<file path="config.mk">
export PLATFORM = sky130hd
export DESIGN_NAME = dota_trim_cal_flat
export DESIGN_NICKNAME = d
export VERILOG_FILES = /design/src/rtl/dota_trim_cal_pkg.sv /design/src/rtl/dota_trim_cal_if.sv /design/src/rtl/dota_trim_cal_settle_timer.sv /design/src/rtl/dota_trim_cal.sv /design/src/flat_wrapper.sv
export SDC_FILE = /design/constraint.sdc
export NUM_CORES = 1
export LEC_CHECK = 0
export CAP_MARGIN = 20
export CORE_ASPECT_RATIO = 1.5
export CORE_MARGIN = 8
export CORE_UTILIZATION = 47
export DETAILED_ROUTE_END_ITERATION = 6
export PLACE_DENSITY_LB_ADDON = 0.08
export SLEW_MARGIN = 15
export SYNTH_ARGS = -nofsm -noshare
export SYNTH_HDL_FRONTEND = slang
export SYNTH_SLANG_ARGS = --single-unit
export TNS_END_PERCENT = 20
</file>
<file path="constraint.sdc">
create_clock -name clk -period 2.8 [get_ports clk]
set_clock_uncertainty 0.05 [all_clocks]
set_input_delay 0.56 -clock clk [delete_from_list [all_inputs] [get_ports clk]]
set_output_delay 0.56 -clock clk [all_outputs]
set_load 0.01 [all_outputs]
</file>
<file path="src/rtl/dota_trim_cal_pkg.sv">
// dota_pkg: shared types and helpers for the dota_trim_cal calibration engine.
//   state_t      - calibration FSM states
//   ch_w()       - channel-index width, never below 1
//   midscale()   - midscale trim code (1 << (w-1))
//   DECIDE_CYC   - comparator sampling cycles per decision
//   bit_cyc()    - cycles spent per trim bit (settling + decision)
// Optional feature macro: DOTA_CAL_MAJ3_EN (3-sample majority decision).
package dota_pkg;

    // NEXT_CH is kept for reference only; its work happens on the DECIDE edge.
    typedef enum logic [2:0] {
        ST_IDLE,
        ST_SETTLE,
        ST_DECIDE,
        ST_NEXT_CH,
        ST_DONE
    } state_t;

    function automatic int unsigned ch_w(input int unsigned n);
        return (n > 1) ? $clog2(n) : 1;
    endfunction

    function automatic int unsigned midscale(input int unsigned w);
        return 32'd1 << (w - 1);
    endfunction

`ifdef DOTA_CAL_MAJ3_EN
    localparam int unsigned DECIDE_CYC = 3;
`else
    localparam int unsigned DECIDE_CYC = 1;
`endif

    function automatic int unsigned bit_cyc(input int unsigned settle);
        return settle + DECIDE_CYC;
    endfunction

endpackage

</file>
<file path="src/rtl/dota_trim_cal_if.sv">
// dota_trim_cal_if: control/status bundle between tile control and the
// calibration engine.
//   start, cmp_in, wr_en, wr_ch, wr_code      - driven by master
//   trim_code, cur_ch, busy, done, cal_err    - driven by slave (engine)
interface dota_trim_cal_if #(
    parameter int unsigned N_CH   = 4,
    parameter int unsigned TRIM_W = 6
);
    import dota_pkg::*;

    localparam int unsigned CH_W = ch_w(N_CH);

    logic                     start;
    logic [N_CH-1:0]          cmp_in;
    logic                     wr_en;
    logic [CH_W-1:0]          wr_ch;
    logic [TRIM_W-1:0]        wr_code;
    logic [N_CH*TRIM_W-1:0]   trim_code;
    logic [CH_W-1:0]          cur_ch;
    logic                     busy;
    logic                     done;
    logic [N_CH-1:0]          cal_err;

    modport master (
        output start, cmp_in, wr_en, wr_ch, wr_code,
        input  trim_code, cur_ch, busy, done, cal_err
    );

    modport slave (
        input  start, cmp_in, wr_en, wr_ch, wr_code,
        output trim_code, cur_ch, busy, done, cal_err
    );

endinterface

</file>
<file path="src/rtl/dota_trim_cal_settle_timer.sv">
// dota_settle_timer: settling counter. Holds CYC while load is high, counts
// down while load is low; expired is high on the last settling cycle.
//   clk, rst  - clock, synchronous active-high reset
//   load      - reload request (high whenever not settling)
//   expired   - final settling cycle strobe
module dota_settle_timer #(
    parameter int unsigned CYC = 8
) (
    input  logic clk,
    input  logic rst,
    input  logic load,
    output logic expired
);
    localparam int unsigned W = $clog2(CYC + 1);

    logic [W-1:0] cnt;

    always_ff @(posedge clk) begin
        if (rst || load) begin
            cnt <= W'(CYC);
        end else if (cnt != '0) begin
            cnt <= cnt - 1'b1;
        end
    end

    assign expired = !load && (cnt == W'(1));

endmodule

</file>
<file path="src/rtl/dota_trim_cal.sv">
// dota_trim_cal: N-channel SAR offset-trim calibration engine for the OTA array.
// Channels are searched MSB-first, one after another; manual trim writes are
// accepted only while idle.
//   clk, rst  - clock, synchronous active-high reset
//   bus       - dota_trim_cal_if.slave (start/cmp_in/wr_* in;
//               trim_code/cur_ch/busy/done/cal_err out)
// Optional feature macro: DOTA_CAL_MAJ3_EN (2-of-3 majority per decision).
module dota_trim_cal #(
    parameter int unsigned N_CH       = 4,
    parameter int unsigned TRIM_W     = 6,
    parameter int unsigned SETTLE_CYC = 8
) (
    input  logic           clk,
    input  logic           rst,
    dota_trim_cal_if.slave bus
);
    import dota_pkg::*;

    localparam int unsigned CH_W  = ch_w(N_CH);
    localparam int unsigned BIT_W = $clog2(TRIM_W);
    localparam logic [TRIM_W-1:0] MID     = TRIM_W'(midscale(TRIM_W));
    localparam logic [BIT_W-1:0]  TOP_BIT = BIT_W'(TRIM_W - 1);
    localparam logic [CH_W-1:0]   LAST_CH = CH_W'(N_CH - 1);

    state_t              state;
    logic [TRIM_W-1:0]   code [N_CH];
    logic [CH_W-1:0]     ch;
    logic [BIT_W-1:0]    bit_idx;
    logic                busy_q;
    logic                done_q;
    logic [N_CH-1:0]     err_q;
    logic                settle_exp;
    logic                cmp_now;
    logic                cmp_dec;
    logic                dec_fire;
    logic [TRIM_W-1:0]   dec_code;
    logic [N_CH*TRIM_W-1:0] trim_flat;

`ifdef DOTA_CAL_MAJ3_EN
    logic [1:0] dsub;
    logic [1:0] smp;
`endif

    dota_settle_timer #(.CYC(SETTLE_CYC)) u_settle (
        .clk     (clk),
        .rst     (rst),
        .load    (state != ST_SETTLE),
        .expired (settle_exp)
    );

    // Decision for the current bit and the trial code it produces.
    always_comb begin
        cmp_now = bus.cmp_in[ch];
`ifdef DOTA_CAL_MAJ3_EN
        cmp_dec  = (smp[0] & smp[1]) | (smp[0] & cmp_now) | (smp[1] & cmp_now);
        dec_fire = (dsub == 2'(DECIDE_CYC - 1));
`else
        cmp_dec  = cmp_now;
        dec_fire = 1'b1;
`endif
        dec_code = code[ch];
        if (cmp_dec) begin
            dec_code[bit_idx] = 1'b0;
        end
        if (bit_idx != '0) begin
            dec_code[bit_idx - 1'b1] = 1'b1;
        end
    end

    always_ff @(posedge clk) begin
        if (rst) begin
            state   <= ST_IDLE;
            ch      <= '0;
            bit_idx <= TOP_BIT;
            busy_q  <= 1'b0;
            done_q  <= 1'b0;
            err_q   <= '0;
            for (int unsigned c = 0; c < N_CH; c++) begin
                code[c] <= MID;
            end
`ifdef DOTA_CAL_MAJ3_EN
            dsub <= '0;
            smp  <= '0;
`endif
        end else begin
            case (state)
                ST_IDLE: begin
                    done_q <= 1'b0;
                    if (bus.start) begin
                        err_q   <= '0;
                        ch      <= '0;
                        bit_idx <= TOP_BIT;
                        code[0] <= MID;
                        busy_q  <= 1'b1;
                        state   <= ST_SETTLE;
                    end else if (bus.wr_en && (int'(bus.wr_ch) < int'(N_CH))) begin
                        code[bus.wr_ch] <= bus.wr_code;
                    end
                end
                ST_SETTLE: begin
                    if (settle_exp) begin
                        state <= ST_DECIDE;
                    end
                end
                ST_DECIDE: begin
`ifdef DOTA_CAL_MAJ3_EN
                    if (!dec_fire) begin
                        smp[dsub[0]] <= cmp_now;
                        dsub         <= dsub + 1'b1;
                    end else begin
                        dsub <= '0;
                    end
`endif
                    if (dec_fire) begin
                        code[ch] <= dec_code;
                        if (bit_idx != '0) begin
                            bit_idx <= bit_idx - 1'b1;
                            state   <= ST_SETTLE;
                        end else begin
                            // Channel finished: flag saturation and move on
                            // within this same edge.
                            err_q[ch] <= (dec_code == '0) || (dec_code == '1);
                            if (ch != LAST_CH) begin
                                ch              <= ch + 1'b1;
                                code[ch + 1'b1] <= MID;
                                bit_idx         <= TOP_BIT;
                                state           <= ST_SETTLE;
                            end else begin
                                ch     <= '0;
                                busy_q <= 1'b0;
                                done_q <= 1'b1;
                                state  <= ST_DONE;
                            end
                        end
                    end
                end
                ST_DONE: begin
                    done_q <= 1'b0;
                    state  <= ST_IDLE;
                end
                default: begin
                    state <= ST_IDLE;
                end
            endcase
        end
    end

    always_comb begin
        trim_flat = '0;
        for (int unsigned c = 0; c < N_CH; c++) begin
            trim_flat[c*TRIM_W +: TRIM_W] = code[c];
        end
        bus.trim_code = trim_flat;
        bus.cur_ch    = ch;
        bus.busy      = busy_q;
        bus.done      = done_q;
        bus.cal_err   = err_q;
    end

endmodule

</file>
<file path="src/flat_wrapper.sv">
// flat-port wrapper written by rule: the top's interface ports become plain ports
module dota_trim_cal_flat import dota_pkg::*;
#(
    parameter int unsigned N_CH       = 4,
    parameter int unsigned TRIM_W     = 6,
    parameter int unsigned SETTLE_CYC = 8
)
  (clk, rst, bus_start, bus_cmp_in, bus_wr_en, bus_wr_ch, bus_wr_code, bus_trim_code, bus_cur_ch, bus_busy, bus_done, bus_cal_err);
  dota_trim_cal_if #(.N_CH(N_CH), .TRIM_W(TRIM_W)) bus_i ();
  input  logic clk;
  input  logic rst;
  input wire logic [$bits(bus_i.start)-1:0] bus_start;
  input wire logic [$bits(bus_i.cmp_in)-1:0] bus_cmp_in;
  input wire logic [$bits(bus_i.wr_en)-1:0] bus_wr_en;
  input wire logic [$bits(bus_i.wr_ch)-1:0] bus_wr_ch;
  input wire logic [$bits(bus_i.wr_code)-1:0] bus_wr_code;
  output wire logic [$bits(bus_i.trim_code)-1:0] bus_trim_code;
  output wire logic [$bits(bus_i.cur_ch)-1:0] bus_cur_ch;
  output wire logic [$bits(bus_i.busy)-1:0] bus_busy;
  output wire logic [$bits(bus_i.done)-1:0] bus_done;
  output wire logic [$bits(bus_i.cal_err)-1:0] bus_cal_err;
  assign bus_i.start = bus_start;
  assign bus_i.cmp_in = bus_cmp_in;
  assign bus_i.wr_en = bus_wr_en;
  assign bus_i.wr_ch = bus_wr_ch;
  assign bus_i.wr_code = bus_wr_code;
  assign bus_trim_code = bus_i.trim_code;
  assign bus_cur_ch = bus_i.cur_ch;
  assign bus_busy = bus_i.busy;
  assign bus_done = bus_i.done;
  assign bus_cal_err = bus_i.cal_err;
  dota_trim_cal #(.N_CH(N_CH), .TRIM_W(TRIM_W), .SETTLE_CYC(SETTLE_CYC)) u_core (.clk(clk), .rst(rst), .bus(bus_i));
endmodule
</file>
==> flow_summary_export.csv, run 1 <==
group,metric,value,unit
logic_synthesis,yosys-top-cells-area,"dfxtp_1 35%, a21oi_1 6.6%, ha_1 6.0%",
floorplan,initial_core_util,0.486,
sta,rsz0062_at_grt,"no",
floorplan,rows,32,
cts,cts-root-buf,"clkbuf_8",
routing,drc,0,
sta,setup_violations,0,
critical_path,critPathTopFamily,"compound AO/OA/AOI/OAI gates",
global_route,met1_usage,0.210,
power_and_ir_drop,p_leak,1.17,nW
floorplan,die_w,75.7,um
cts,numCtsBuffers,5,
run_status,status,"completed",
cts,cts_max_level,2,
routing,routed_wl,7.21,mm
finish,regArea,881,um2
logic_synthesis,synth_top_area_frac,0.351,
floorplan,ios,48,
floorplan,core,5160,um2
critical_path,cp_slowest_cell,"dfxtp_1",
logic_synthesis,syn-cell-area,2510,um2
cts,clock_latency,0.30,ns
logic_synthesis,synth_top_flop_cell,"dfxtp_1",
sta,worst_slew_pin_slew,0.548,ns
logic_synthesis,ys_seq_area_frac,0.351,
critical_path,start_kind,"register",
sta,fmax,394,MHz
sta,fin_ws,0.261,ns
global_route,grt_pass1_vias,2410,
cts,hold_buffers,0,
run,max-cap-violations,0,
sta,hold_viol_final,0,
global_route,grt_use_met2,0.321,
critical_path,r2r_slack,0.26,ns
global_route,grt.met3_usage,0.0408,
logic_synthesis,ys_types,54,
logic_synthesis,netlist_instances,289,
floorplan,fp.dieH,105,um
logic_synthesis,async_flop_share,0,
cts,post_cts_resized,0,
sta,slew_headroom,0.632,
routing,vias,2334,
critical_path,path_max_fanout,6,
power_and_ir_drop,powerDensity,396,nW/um2
routing,dr.pass1.iters,4,
critical_path,worst-path-buf-inv,1,
finish,drive_above_1_share,0.113,
critical_path,critPathRequiredTime,2.99,ns
cts,cts_tree,"built",
place,post-place-ws,0.167,ns
critical_path,crit_path_max_incr_delay,0.44,ns
logic_synthesis,yosys_warnings,0,
worst_hold_path,min_path_type,"reg2reg",
floorplan,dieArea,7980,um2
global_route,track_usage,0.190,
global_route,busiest_layer,"met2",
place,hpwl,5.54,mm
cts,clkTransAtPathRegs,0.08,ns
finish,num_antenna_cells,0,
routing,drtAntennaViolNets,0,
logic_synthesis,syn_nets,317,
routing,viasPerCell,5.67,
finish,final_nets,372,
logic_synthesis,synth_seq_cells,44,
logic_synthesis,synth_edf_count,0,
place,io_buffers,47,
logic_synthesis,postSynthAreaPerCell,8.68,um2
cts,clock-sinks,44,
global_route,grt_remaining_overflow,0,
sta,tns,0,ns
cts,cts_setup_buffers,0,
logic_synthesis,yosysTopAreaCell,"dfxtp_1",
critical_path,end_kind,"register",
sta,period_share,0.907,
global_route,grt_pass1_wl,11.7,mm
global_route,grt_max_degree,29,
routing,wl_per_cell,17.5,um
critical_path,crit_type,"reg2reg",
power_and_ir_drop,ir_drop,0.000229,V
finish,multi_input_area,1520,um2
critical_path,crit_chain,"inv_1 -> ha_1 -> or3_1 -> a21boi_0 -> o211ai_1 -> nand2b_1 -> a21oi_1 -> mux2i_1 -> nor2_1",
critical_path,cp.arrival,2.73,ns
global_route,antenna_found_initial,0,
place,place_congestion,0.900,
routing,drtIter0Drc,156,
cts,cts_buffer_depth,2,
sta,period_minus_slack,2.54,ns
sta,slew_violations,0,
finish,num-fill-cells,467,
finish,area_growth,27.9,%
[cells in the final DEF (no fill, tap or decap), drive strengths merged, types with 8 or more instances in the layout]
cell type	Yosys	final
inv	8	8
nand2	15	15
nor3	10	10
o21ai	9	9
a21oi	33	33
buf	8	17
dfxtp	44	44
nor3b	11	11
nor2	36	36
ha	12	12
nand2b	11	11
clkdlybuf4s50	0	47
o211ai	10	10
mux2i	8	8
[synth_stat cells, types with 2 or more instances]
library cell and n:
nor2b_1 2, a221o_1 2, mux4_2 6, nand4b_1 4, buf_1 2, mux2i_1 8, o221ai_1 2, dfxtp_1 44
nor3_1 10, or2_2 4, ha_1 12, nand2_1 15, nand3b_1 2, or3_1 3, nand3_1 4, buf_6 2
o21ai_0 8, nand4_1 4, nor3b_1 11, o22ai_1 3, and2_0 5, nor2_1 35, a21oi_1 33, buf_2 4
o211ai_1 10, or2_1 2, inv_1 8, clkbuf_1 8, nand2b_1 11
[cells by family (layout without fill, tap and decap cells)]
logic type | Yosys count | after routing | share of synthesized area
compound gates | 73 | 73 | 0.189
xor+xnor | 1 | 1 | 0.00349
fa+ha+maj | 12 | 12 | 0.0598
buf+inv | 24 | 79 | 0.0439
flops | 44 | 44 | 0.351
mux | 15 | 15 | 0.0963
simple gates | 120 | 120 | 0.256
[stage by stage]
stage               instances  hold WS, ns  utilization  area, um2  power, mW
floorplan                 289        0.401            -       2510      0.770
global route              412        0.478        0.621       3210       1.32
global placement          405        0.432        0.602       3110      0.849
detailed placement        405        0.442        0.602       3110      0.850
finish                    412        0.450        0.621       3210       1.27
CTS                       412        0.455        0.621       3210       1.28
[sequential cells by signal, summed over array words and instances, names as in the netlist, named ones only]
name	count
u_core.u_settle.cnt	4
u_core.bit_idx	3
u_core.code	24
u_core.bus.busy	1
u_core.bus.cur_ch	2
u_core.bus.done	1
u_core.state	3
u_core.bus.cal_err	4
[layer usage]
| metal | vias to the layer above | part of all wire |
|---|---|---|
| li1 | 1161 | - |
| met1 | 1087 | 0.40 |
| met2 | 69 | 0.51 |
| met3 | 17 | 0.054 |
| met4 | 0 | 0.037 |
| met5 | - | 0 |
[cell type report]
type,instances,area share
Clock buffer,7,0.0300
Inverter,8,0.00936
Multi-Input combinational cell,221,0.473
Sequential cell,44,0.275
Tap cell,68,0.0265
Timing Repair Buffer,64,0.186
[path summary, 6_finish.rpt]
kind | end | from | cells past startpoint
max | u_core.code[3][1]$_SDFFE_PP0P_ | u_core.bit_idx[1]$_SDFFE_PP0P_ | 9
min | u_core.bus.cal_err[0]$_SDFFE_PP0P_ | u_core.bus.cal_err[0]$_SDFFE_PP0P_ | 2
max reg2reg | u_core.code[3][1]$_SDFFE_PP0P_ | u_core.bit_idx[1]$_SDFFE_PP0P_ | 9
min reg2reg | u_core.bus.cal_err[0]$_SDFFE_PP0P_ | u_core.bus.cal_err[0]$_SDFFE_PP0P_ | 2
[report_power, final]
group	internal [mW]	total, mW	switching, mW	leakage [nW]
clock	0.220	0.432	0.212	0.0503
combinational	0.0889	0.183	0.0940	0.766
sequential	0.640	0.655	0.0149	0.357
[worst register-to-register path, cell delays in order (launching register included)]
cell      delay (ns)
dfxtp_1         0.44
inv_1           0.14
ha_1            0.23
or3_1           0.39
a21boi_0        0.28
o211ai_1        0.20
nand2b_1        0.20
a21oi_1         0.34
mux2i_1         0.13
nor2_1          0.10
(Power assumes the default switching activity.)
==> run 2, diff against run 1 <==
--- a/config.mk
+++ b/config.mk
@@ -7,8 +7,7 @@
 export LEC_CHECK = 0
 export CAP_MARGIN = 20
 export CORE_ASPECT_RATIO = 1.5
-export CORE_MARGIN = 8
-export CORE_UTILIZATION = 47
+export CORE_UTILIZATION = 52
 export DETAILED_ROUTE_END_ITERATION = 6
 export PLACE_DENSITY_LB_ADDON = 0.08
 export SLEW_MARGIN = 15
==> run 2 against run 1 <==
Worst hold slack worse by 0.0027 ns. Fmax rose by 0.68%. Die area is 36% lower. Via count grew 0.99%. Largest cell class unchanged. Critical path depth unchanged. Wire length fell by 7.6%. Final cell count shrank 0.73%. Non-clock buffer count is the same. Clock power down 2%. Sequential share of layout area up 0.097 points.
==> flow_summary_export.csv, run 2 (synthesized netlist as in run 1, its figures left out) <==
group,metric,value,unit
run_status,status,"completed",
critical_path,r2r-start,"u_core.bit_idx[1]$_SDFFE_PP0P_",
power_and_ir_drop,p_int,0.931,mW
routing,drc,0,
sta,rsz0062_at_grt,"no",
finish,top_register,"u_core.code",
finish,final_nets,372,
critical_path,rr_worst_depth,9,
place,post-place-ws,0.120,ns
cts,cts_buffer_depth,2,
critical_path,end_kind,"register",
finish,area_growth,27.4,%
finish,final_area,3200,um2
routing,dr_wl_met3,258,um
floorplan,core,4580,um2
finish,num_antenna_cells,0,
global_route,grt_pass1_wl,10.8,mm
worst_hold_path,hold_path_depth,2,
finish,drive_above_1_share,0.110,
critical_path,start_kind,"register",
routing,drtAntennaViolNets,0,
sta,fin_ws,0.278,ns
critical_path,cp.depth,9,
power_and_ir_drop,switchingPower,0.330,mW
place,hpwl,4.97,mm
floorplan,dieArea,5110,um2
power_and_ir_drop,power.combinational.fraction,0.145,
finish,utilization,0.698,
sta,hold_viol_final,0,
worst_hold_path,holdPathEnd,"u_core.bus.cal_err[2]$_SDFFE_PP0P_",
finish,layout_commonest_cell,"clkdlybuf4s50_1",
critical_path,path_max_fanout,6,
place,place_congestion,0.897,
power_and_ir_drop,p_leak,1.17,nW
cts,clkTransAtPathRegs,0.09,ns
critical_path,cp.arrival,2.70,ns
critical_path,r2r_slack,0.28,ns
floorplan,ios,48,
floorplan,die_w,58.7,um
critical_path,cpMostUsedCell,"a21oi_1",
global_route,grt_pass1_vias,2302,
power_and_ir_drop,swShare,0.262,
cts,cts_setup_buffers,0,
cts,post_cts_resized,0,
finish,largest_reg_flops,24,
routing,dr.pass1.iters,4,
sta,setup_violations,0,
sta,tns,0,ns
routing,wl_per_cell,16.3,um
global_route,grt_remaining_overflow,0,
routing,vias,2357,
power_and_ir_drop,clkPwrFrac,0.336,
routing,wirelength_met1,2.71,mm
floorplan,initial_core_util,0.548,
routing,drtIter0Drc,101,
power_and_ir_drop,powerDensity,395,nW/um2
routing,viasPerCell,5.76,
place,placed_area,3110,um2
floorplan,rows,30,
finish,instances_no_fill,409,
cts,clock_latency,0.30,ns
cts,hold_buffers,0,
cts,cts_max_level,2,
critical_path,crit_chain,"inv_1 -> ha_1 -> or3_1 -> a21boi_0 -> o211ai_1 -> nand2b_1 -> a21oi_1 -> nand2_1 -> a21oi_1",
critical_path,crit_type,"reg2reg",
place,io_buffers,47,
worst_hold_path,min_from,"u_core.bus.cal_err[2]$_SDFFE_PP0P_",
cts,cts-root-buf,"clkbuf_8",
global_route,grt_max_degree,29,
sta,worst_slew_pin_slew,0.506,ns
routing,dr_wl_met2,3.49,mm
floorplan,fp.dieH,87.1,um
finish,layout_common_cells,"47 x clkdlybuf4s50_1, 44 x dfxtp_1, 35 x nor2_1",
critical_path,worst-path-buf-inv,1,
critical_path,r2r-end,"u_core.code[1][1]$_SDFFE_PP0P_",
critical_path,cp_slowest_cell,"dfxtp_1",
sta,period_minus_slack,2.52,ns
place,placed_cells,401,
routing,highest_layer,"met4",
cts,numCtsBuffers,5,
sta,slew_violations,0,
run,max-cap-violations,0,
critical_path,critPathTopFamily,"compound AO/OA/AOI/OAI gates",
global_route,antenna_found_initial,0,
worst_hold_path,min_path_type,"reg2reg",
sta,fmax,397,MHz
cts,clock-sinks,44,
critical_path,critPathRequiredTime,2.98,ns
power_and_ir_drop,ir_drop,0.000303,V
global_route,track_usage,0.278,
sta,period_share,0.901,
cts,cts_tree,"built",
power_and_ir_drop,pwr-share-seq,0.519,
critical_path,crit_path_max_incr_delay,0.44,ns
routing,routed_wl,6.66,mm
sta,slew_headroom,0.660,
-- run 2: cell count changes in the layout (fill, tap and decap cells not counted) --
| cell | delta |
|---|---|
| clkbuf_1 | +2 |
| clkbuf_8 | -1 |
-- run 2: worst max path at each step --
stage,startpoint,to
2_1_floorplan,u_core.bit_idx[0]$_SDFFE_PP1P_,u_core.bus.cal_err[3]$_SDFFE_PP0P_
3_3_place_gp,rst,u_core.code[2][4]$_SDFFE_PP0P_
3_5_place_dp,rst,u_core.code[2][2]$_SDFFE_PP0P_
4_1_cts,u_core.bit_idx[1]$_SDFFE_PP0P_,u_core.bus.cal_err[3]$_SDFFE_PP0P_
5_1_grt,u_core.bit_idx[1]$_SDFFE_PP0P_,u_core.code[1][0]$_SDFFE_PP0P_
6_report,u_core.bit_idx[1]$_SDFFE_PP0P_,u_core.code[1][1]$_SDFFE_PP0P_
-- run 2: final cells by class --
class,count,area [um2]
Multi-Input combinational cell,221,1520
Fill cell,412,1380
Sequential cell,44,881
Timing Repair Buffer,64,598
Clock buffer,8,90.1
Tap cell,64,80.1
Inverter,8,30.0
-- run 2: worst reg2reg max path, stage by stage (launching register included) --
cell and delay [ns]:
dfxtp_1 0.44, inv_1 0.13, ha_1 0.22, or3_1 0.40, a21boi_0 0.27, o211ai_1 0.18
nand2b_1 0.17, a21oi_1 0.35, nand2_1 0.09, a21oi_1 0.14
-- run 2: power groups by stage --
stage	Sequential (mW)	Clock, mW	Combinational, mW
global route	0.658	0.446	0.200
floorplan	0.669	0	0.101
detailed placement	0.670	0	0.180
global placement	0.669	0	0.177
finish	0.655	0.424	0.182
CTS	0.655	0.426	0.181
-- run 2: routing by layer --
| metal | track usage | vias up |
|---|---|---|
| met3 | 0.0416 | 15 |
| met1 | 0.313 | 1114 |
| met4 | 0.121 | 0 |
| met2 | 0.509 | 72 |
| li1 | - | 1156 |
| met5 | 0 | - |
-- run 2: through the flow --
step	total power, mW	hold slack [ns]
2_1_floorplan	0.770	0.401
3_3_place_gp	0.847	0.420
3_5_place_dp	0.849	0.429
4_1_cts	1.26	0.441
5_1_grt	1.30	0.467
6_report	1.26	0.447
